**src/rtl/mem_bus_arbiter_pkg.sv**
```systemverilog
// mem_bus_arbiter_pkg: shared widths, state encodings and master ids for the memory bus arbiter
package mem_bus_arbiter_pkg;
   localparam int AW_DEF = 32;
   localparam int DW_DEF = 32;
   typedef enum logic {ST_IDLE = 1'b0, ST_WAIT = 1'b1} state_t;
   localparam logic MST_LSU = 1'b0;
   localparam logic MST_IF = 1'b1;
endpackage

```
**src/rtl/arb_timeout_cnt.sv**
```systemverilog
// arb_timeout_cnt: loadable watchdog up-counter with clear, enable and expiry flag
module arb_timeout_cnt #(
   parameter int W = 8,
   parameter int LIM = 63
) (
   input  logic         clk,
   input  logic         rstn,
   input  logic         clr,
   input  logic         ld,
   input  logic [W-1:0] ld_val,
   input  logic         en,
   output logic         exp
);
   logic [W-1:0] cnt;
   always_ff @(posedge clk or negedge rstn)
      if (!rstn) cnt <= '0;
      else if (clr) cnt <= '0;
      else if (ld) cnt <= ld_val;
      else if (en) cnt <= cnt + 1'b1;
   assign exp = cnt == W'(LIM);
endmodule

```
**src/rtl/mem_bus_arbiter.sv**
```systemverilog
// mem_bus_arbiter: two-master single-outstanding arbiter with fetch starvation guard and response watchdog
module mem_bus_arbiter import mem_bus_arbiter_pkg::*; #(
   parameter int AW = AW_DEF,
   parameter int DW = DW_DEF,
   parameter int STARVE_MAX = 4,
   parameter int TIMEOUT = 64
) (
   input  logic          clk,
   input  logic          rstn,
   input  logic          m0_req_vld_i,
   output logic          m0_req_rdy_o,
   input  logic [AW-1:0] m0_addr_i,
   input  logic          m0_we_i,
   input  logic [DW-1:0] m0_wdata_i,
   input  logic [DW/8-1:0] m0_wstrb_i,
   output logic          m0_rsp_vld_o,
   output logic          m0_rsp_err_o,
   output logic [DW-1:0] m0_rdata_o,
   input  logic          m1_req_vld_i,
   output logic          m1_req_rdy_o,
   input  logic [AW-1:0] m1_addr_i,
   output logic          m1_rsp_vld_o,
   output logic          m1_rsp_err_o,
   output logic [DW-1:0] m1_rdata_o,
   output logic          s_req_vld_o,
   input  logic          s_req_rdy_i,
   output logic [AW-1:0] s_addr_o,
   output logic          s_we_o,
   output logic [DW-1:0] s_wdata_o,
   output logic [DW/8-1:0] s_wstrb_o,
   input  logic          s_rsp_vld_i,
   input  logic [DW-1:0] s_rdata_i,
   output logic          m1_stall_o
);
   state_t state, state_nxt;
   logic owner, win, idle, wait_st, hs, rsp, to_exp;
   logic [3:0] starve_cnt;
   arb_timeout_cnt #(.W(8), .LIM(TIMEOUT - 1)) u_to (
      .clk(clk), .rstn(rstn), .clr(hs), .ld(1'b0), .ld_val('0),
      .en(wait_st & ~s_rsp_vld_i), .exp(to_exp)
   );
   // request side is gated by rstn so every output reads 0 while reset is held
   always_comb begin
      idle = rstn & (state == ST_IDLE);
      wait_st = state == ST_WAIT;
      win = (m1_req_vld_i & (starve_cnt >= 4'(STARVE_MAX))) ? MST_IF : (m0_req_vld_i ? MST_LSU : MST_IF);
      s_req_vld_o = idle & (m0_req_vld_i | m1_req_vld_i);
      hs = s_req_vld_o & s_req_rdy_i;
      m0_req_rdy_o = idle & s_req_rdy_i & m0_req_vld_i & (win == MST_LSU);
      m1_req_rdy_o = idle & s_req_rdy_i & m1_req_vld_i & (win == MST_IF);
      s_addr_o = !s_req_vld_o ? '0 : (win == MST_IF) ? m1_addr_i : m0_addr_i;
      s_we_o = s_req_vld_o & (win == MST_LSU) & m0_we_i;
      s_wdata_o = (s_req_vld_o & (win == MST_LSU)) ? m0_wdata_i : '0;
      s_wstrb_o = (s_req_vld_o & (win == MST_LSU)) ? m0_wstrb_i : '0;
      rsp = wait_st & (s_rsp_vld_i | to_exp);
      m0_rsp_vld_o = rsp & (owner == MST_LSU);
      m1_rsp_vld_o = rsp & (owner == MST_IF);
      m0_rsp_err_o = m0_rsp_vld_o & ~s_rsp_vld_i;
      m1_rsp_err_o = m1_rsp_vld_o & ~s_rsp_vld_i;
      m0_rdata_o = (m0_rsp_vld_o & s_rsp_vld_i) ? s_rdata_i : '0;
      m1_rdata_o = (m1_rsp_vld_o & s_rsp_vld_i) ? s_rdata_i : '0;
      m1_stall_o = rstn & m1_req_vld_i & ~(m1_req_rdy_o & s_req_rdy_i);
      state_nxt = hs ? ST_WAIT : rsp ? ST_IDLE : state;
   end
   always_ff @(posedge clk or negedge rstn)
      if (!rstn) begin
         state <= ST_IDLE;
         owner <= MST_LSU;
         starve_cnt <= '0;
      end else begin
         state <= state_nxt;
         if (hs) owner <= win;
         if (!m1_req_vld_i) starve_cnt <= '0;
         else if (hs) starve_cnt <= (win == MST_IF) ? 4'd0 : (starve_cnt >= 4'(STARVE_MAX)) ? starve_cnt : starve_cnt + 4'd1;
      end
endmodule

```
**config.mk**
```make
export PLATFORM = sky130hd
export DESIGN_NAME = mem_bus_arbiter
export DESIGN_NICKNAME = d
export VERILOG_FILES = /design/src/rtl/mem_bus_arbiter_pkg.sv /design/src/rtl/arb_timeout_cnt.sv /design/src/rtl/mem_bus_arbiter.sv
export SDC_FILE = /design/constraint.sdc
export NUM_CORES = 1
export LEC_CHECK = 0
export ABC_AREA = 1
export CAP_MARGIN = 25
export CORE_AREA = 5 5 106 108
export DETAILED_ROUTE_END_ITERATION = 10
export DIE_AREA = 0 0 111 113
export GPL_TIMING_DRIVEN = 0
export PLACE_DENSITY = 0.68
export SYNTH_ARGS = -nofsm -noshare
export SYNTH_HDL_FRONTEND = slang
export SYNTH_SLANG_ARGS = --single-unit
export TNS_END_PERCENT = 1
```
**constraint.sdc**
```tcl
create_clock -name clk -period 2.65 [get_ports clk]
set_input_delay 0.6625 -clock clk [delete_from_list [all_inputs] [get_ports clk]]
set_output_delay 0.6625 -clock clk [all_outputs]
set_load 0.01 [all_outputs]
```
Yosys cells after proc, flatten, opt, wreduce, memory -nomap -nowiden
Index checks and enable logic that the tools add are counted.
{"block": "totals", "output_inout_bits": 141, "wordCells": 58, "regBits": 14, "inputBits": 139}
{"block": "classes", "n_reduce_logical": 3, "magnitude_cmp": 1, "eq_ne": 3, "add_sub_neg": 2, "n_bitwise": 29, "mux": 16}
{"operator": "two-way mux 32 bit", "n": 5}
{"operator": "bitwise AND 1 bit", "n": 22}
{"operator": "two-way mux 4 bit", "n": 5}
{"operator": "two-way mux 8 bit", "n": 2}
{"operator": "adder 8 x 1 -> 8 bit, second input constant", "n": 1}
{"operator": "== test 8 x 6 -> 1 bit, second input constant", "n": 1}
{"operator": "inverter 1 bit", "n": 5}
{"operator": "adder 4 x 1 -> 4 bit, second input constant", "n": 1}
{"operator": "greater-or-equal comparator 4 x 3 -> 1 bit, second input constant", "n": 1}
{"operator": "two-way mux 1 bit", "n": 4}
{"operator": "nonzero test 2 bit", "n": 2}
{"operator": "!= test 3 bit, second input constant", "n": 1}
{"operator": "!= test 2 x 1 -> 1 bit, second input constant", "n": 1}
{"operator": "OR 1 bit", "n": 2}
{"operator": "AND reduction 2 bit", "n": 1}

Longest topological paths before layout
{"block": "depth", "ltp_word": 8, "ltp_mapped": 8, "depth_no_buf": 8}

Cells and area by module
Synthesis repeated with hierarchy kept, for this count alone.
{"block": "unflattened", "hier_cells": 499, "hier_area_um2": 2452.4}
{"module": "mem_bus_arbiter", "instances": 1, "cells_each": 414, "area_each_um2": 1906.8, "seq_area_each_um2": 150.1}
{"module": "arb_timeout_cnt", "instances": 1, "cells_each": 85, "area_each_um2": 545.5, "seq_area_each_um2": 200.2}

Worst setup path before layout
Ideal clock, no wire load.
{"block": "synth_path", "path_kind": "input to output", "from": "input m1_req_vld_i", "to": "output s_addr_o[22]", "setup_slack_ns": 0.595, "stages": 6, "required_time_ns": 1.987, "path_buffers": 1, "t_arrival_ns": 1.392, "path_cell_list": "o21ai_1 > nand2_2 > inv_2 > buf_2 > nor2_1 > nor2_1"}
{"block": "synth_via", "elab_chain_cells": 4, "elab_cells_between_ends": 6, "classes_between": "3 x mux; 3 x bitwise"}
{"item": "from (decl)", "line_no": "mem_bus_arbiter.sv:19", "text": "input logic m1_req_vld_i,"}
{"item": "bitwise AND 1 bit", "line_no": "mem_bus_arbiter.sv:46", "text": "win = (m1_req_vld_i & (starve_cnt >= 4'(STARVE_MAX))) ? MST_IF : (m0_req_vld_i ? MST_LSU : MST_IF);"}
{"item": "two-way mux 1 bit", "line_no": "mem_bus_arbiter.sv:46"}
{"item": "two-way mux 32 bit", "line_no": "mem_bus_arbiter.sv:51", "text": "s_addr_o = !s_req_vld_o ? '0 : (win == MST_IF) ? m1_addr_i : m0_addr_i;"}
{"item": "two-way mux 32 bit *", "line_no": "mem_bus_arbiter.sv:51"}
{"item": "to (decl)", "line_no": "mem_bus_arbiter.sv:27", "text": "output logic [AW-1:0] s_addr_o,"}
Mark *: on every way between the ends. The rest lies on a longest branch, timed or not.

Final worst setup path
{"block": "layout_path", "from": "input s_rsp_vld_i", "to": "output m1_rdata_o[13]"}
{"block": "layout_via", "elab_chain_cells": 5}
{"item": "from (decl)", "line_no": "mem_bus_arbiter.sv:31", "text": "input logic s_rsp_vld_i,"}
{"item": "OR 1 bit", "line_no": "mem_bus_arbiter.sv:55", "text": "rsp = wait_st & (s_rsp_vld_i | to_exp);"}
{"item": "bitwise AND 1 bit", "line_no": "mem_bus_arbiter.sv:55"}
{"item": "bitwise AND 1 bit", "line_no": "mem_bus_arbiter.sv:57", "text": "m1_rsp_vld_o = rsp & (owner == MST_IF);"}
{"item": "bitwise AND 1 bit *", "line_no": "mem_bus_arbiter.sv:61", "text": "m1_rdata_o = (m1_rsp_vld_o & s_rsp_vld_i) ? s_rdata_i : '0;"}
{"item": "two-way mux 32 bit *", "line_no": "mem_bus_arbiter.sv:61"}
{"item": "to (decl)", "line_no": "mem_bus_arbiter.sv:24", "text": "output logic [DW-1:0] m1_rdata_o,"}
Marks and branches as above.

==> metrics <==
Die Wd 111 um; Num Clock Sinks 14; CP Capture Type output port; critical path, cell by cell clkdlybuf4s15_1, nand3_2, clkbuf_4, nor2_1, clkdlybuf4s50_1; maximum clock rate 0.3774 GHz; routed len/inst 15.16 um; Die Height 113 um; Synth area leader nor2_1; max-slew violations 0; Detailed Routing Iterations Pass 1 4; Die ar. 12540 um2; pre-CTS setup slack -1.206 ns; # H-tree levels 1; run status finished, final reports clean; Main synth FF type dfrtp_1; All-Layer GR Usage 18.41%; root buf cell clkbuf_8; Initial Utilization 19.59%; Synth Cell Area 1986 um2; RSZ-0062 raised after global routing yes; vias in the first global route 3214; CP max stage cell clkdlybuf4s50_1; Core ar. 10140 um2; most frequent cell after synthesis nor2_1; Worst Setup SP s_rsp_vld_i; DRT iter0 DRCs 232; Post-Layout Cell Count 838; CP arrival 1.99 ns; Area contributors post-synth nor2_1 (35%), dfrtp_1 (18%), inv_1 (17%); PnR worst setup slack 0.0002931 ns; yosys warns 0; worst min path class in -> async; Slew @ Worst Pin 0.2296 ns; Max Cap Viol 0; TritonCTS clock tree done; Clock transition at path regs 0.06 ns; initial antenna violation count 1; FF+latch count, synth 14; Tmin final 2.650 ns; Async SR Flop Fraction 100.0%; critical path's largest stage delay 0.55 ns; library cells used by synthesis 24; Routed WL 12700 um; Fin. Hold Viols 0; CP Class in -> out; final core utilization 50.25%; crit-path max FO 10; syn avg cell area 4.952 um2; Max Clock Skew 0.0006208 ns; DP HPWL 10700 um; Final nets 845; DRC Markers 0; vias per inst 4.104; Sum Neg Setup Slack 0 ns; Slew headroom 84.53%; Mapped Nets 542; startpoint types input pin; fin crit share 99.99%; GR Overflow Total 0; # rows 37; count of final setup violators 0; first-pass GRT wire length 18420 um; ant diodes 0; post-synthesis sequential area ratio 17.64%; Yosys top cell area share 34.78%; pin count of the biggest net entering global routing 17; Crit Reg-Reg Startpoint state; most frequent cells after synthesis nor2_1 (184), inv_1 (88), o21ai_0 (32); Post-DRT Antenna Nets 0; EDFF count, synth 0; CTS buffer count 3; layout cells sized above 1 13.39%; Cell Count Post-Placement 816; maximum clock insertion buffer count 2; number of port buffers 279; Top Ports 280; VDD IR max 0.0001825 V; Power Dens Cells 220.8 nW/um2; Synth Instances 401; routed via count 3439; Hold WS 0.2295 ns; LEAKAGE 2.714 nW; Worst EP required 1.99 ns; Area Growth Syn to Fin 156.6%; Clock Latency Late Sink 0.25 ns; GPL Wtd Cong 0.9478
==> final timing paths <==
kind                                       end  slack [ns]  depth (start not counted)
worst max-delay path            m1_rdata_o[13]      0.0003                          5
worst min-delay path               u_to.cnt[5]        0.23                          1
worst max register to register   starve_cnt[0]        1.09                          8
worst min register to register   starve_cnt[0]        0.54                          1
max in group asynchronous        starve_cnt[2]        2.27                          1
min in group clk                 starve_cnt[0]        0.54                          1
==> layout by cell type (no fill, tap or decap), types with 13 or more instances in the layout <==
cell | synthesis | routed
clkdlybuf4s15_2 | 0 | 14
nor2_1 | 184 | 181
inv_1 | 88 | 87
dlygate4sd2_1 | 0 | 37
buf_4 | 6 | 22
clkdlybuf4s50_1 | 0 | 198
o21ai_0 | 32 | 30
nand2_1 | 26 | 25
dfrtp_1 | 14 | 14
buf_2 | 4 | 13
==> final cells by class <==
class,instances,area [um2]
tap,136,170.2
timing repair buffer,298,2818
clock buffer,3,41.29
inverter,89,336.6
buffer,20,175.2
multi-input combinational,278,1204
sequential,14,350.3
fill,977,5044
==> metal layers <==
layer	track usage, %	part of all wire (%)	wire length [um]
met5	0	0.16	20
met2	34.79	52	6663
met1	21.33	40	5052
met4	2.135	0.49	62
met3	5.027	7.1	901
==> timing repair <==
action / 4_1_cts / 5_1_grt
hold buffers: 0 / 0
pin swaps: 5 / 6
buffers inserted: 15 / 4
gates resized for setup: 182 / 29
setup endpoints to repair: 139 / 129
==> report_power, final <==
group / leakage, nW / total, mW / switching [mW] / internal (mW)
clock: 0.0216 / 0.176 / 0.0749 / 0.101
combinational: 2.50 / 0.696 / 0.302 / 0.394
sequential: 0.190 / 0.253 / 0.0218 / 0.231
==> logic make-up after synthesis <==
family                   count (synthesis)  synth area share, %
AND/OR/NAND/NOR                        233                46.63
buffers and inverters                  109                23.19
AO/OA/AOI/OAI                           42                10.84
flip-flops                              14                17.64
adder cells (fa/ha/maj)                  2                1.260
XOR/XNOR                                 1               0.4412
==> critical path, delay by kind of cell <==
| kind | cells | cell delay, ns |
|---|---|---|
| and+or+nand+nor | 2 | 0.27 |
| buffers and inverters | 3 | 1.04 |
==> registers in the layout (all words and copies together) (netlist names) <==
name        count
u_to.cnt        8
starve_cnt      4
owner           1
state           1
==> through the flow <==
step / power (mW) / instance area, um2
floorplan: 0.4932 / 1986
global placement: 0.9375 / 4949
detailed placement: 0.9482 / 4949
CTS: 1.128 / 5077
global route: 1.197 / 5095
finish: 1.125 / 5095
No activity file was read; power rests on OpenSTA's default activity.
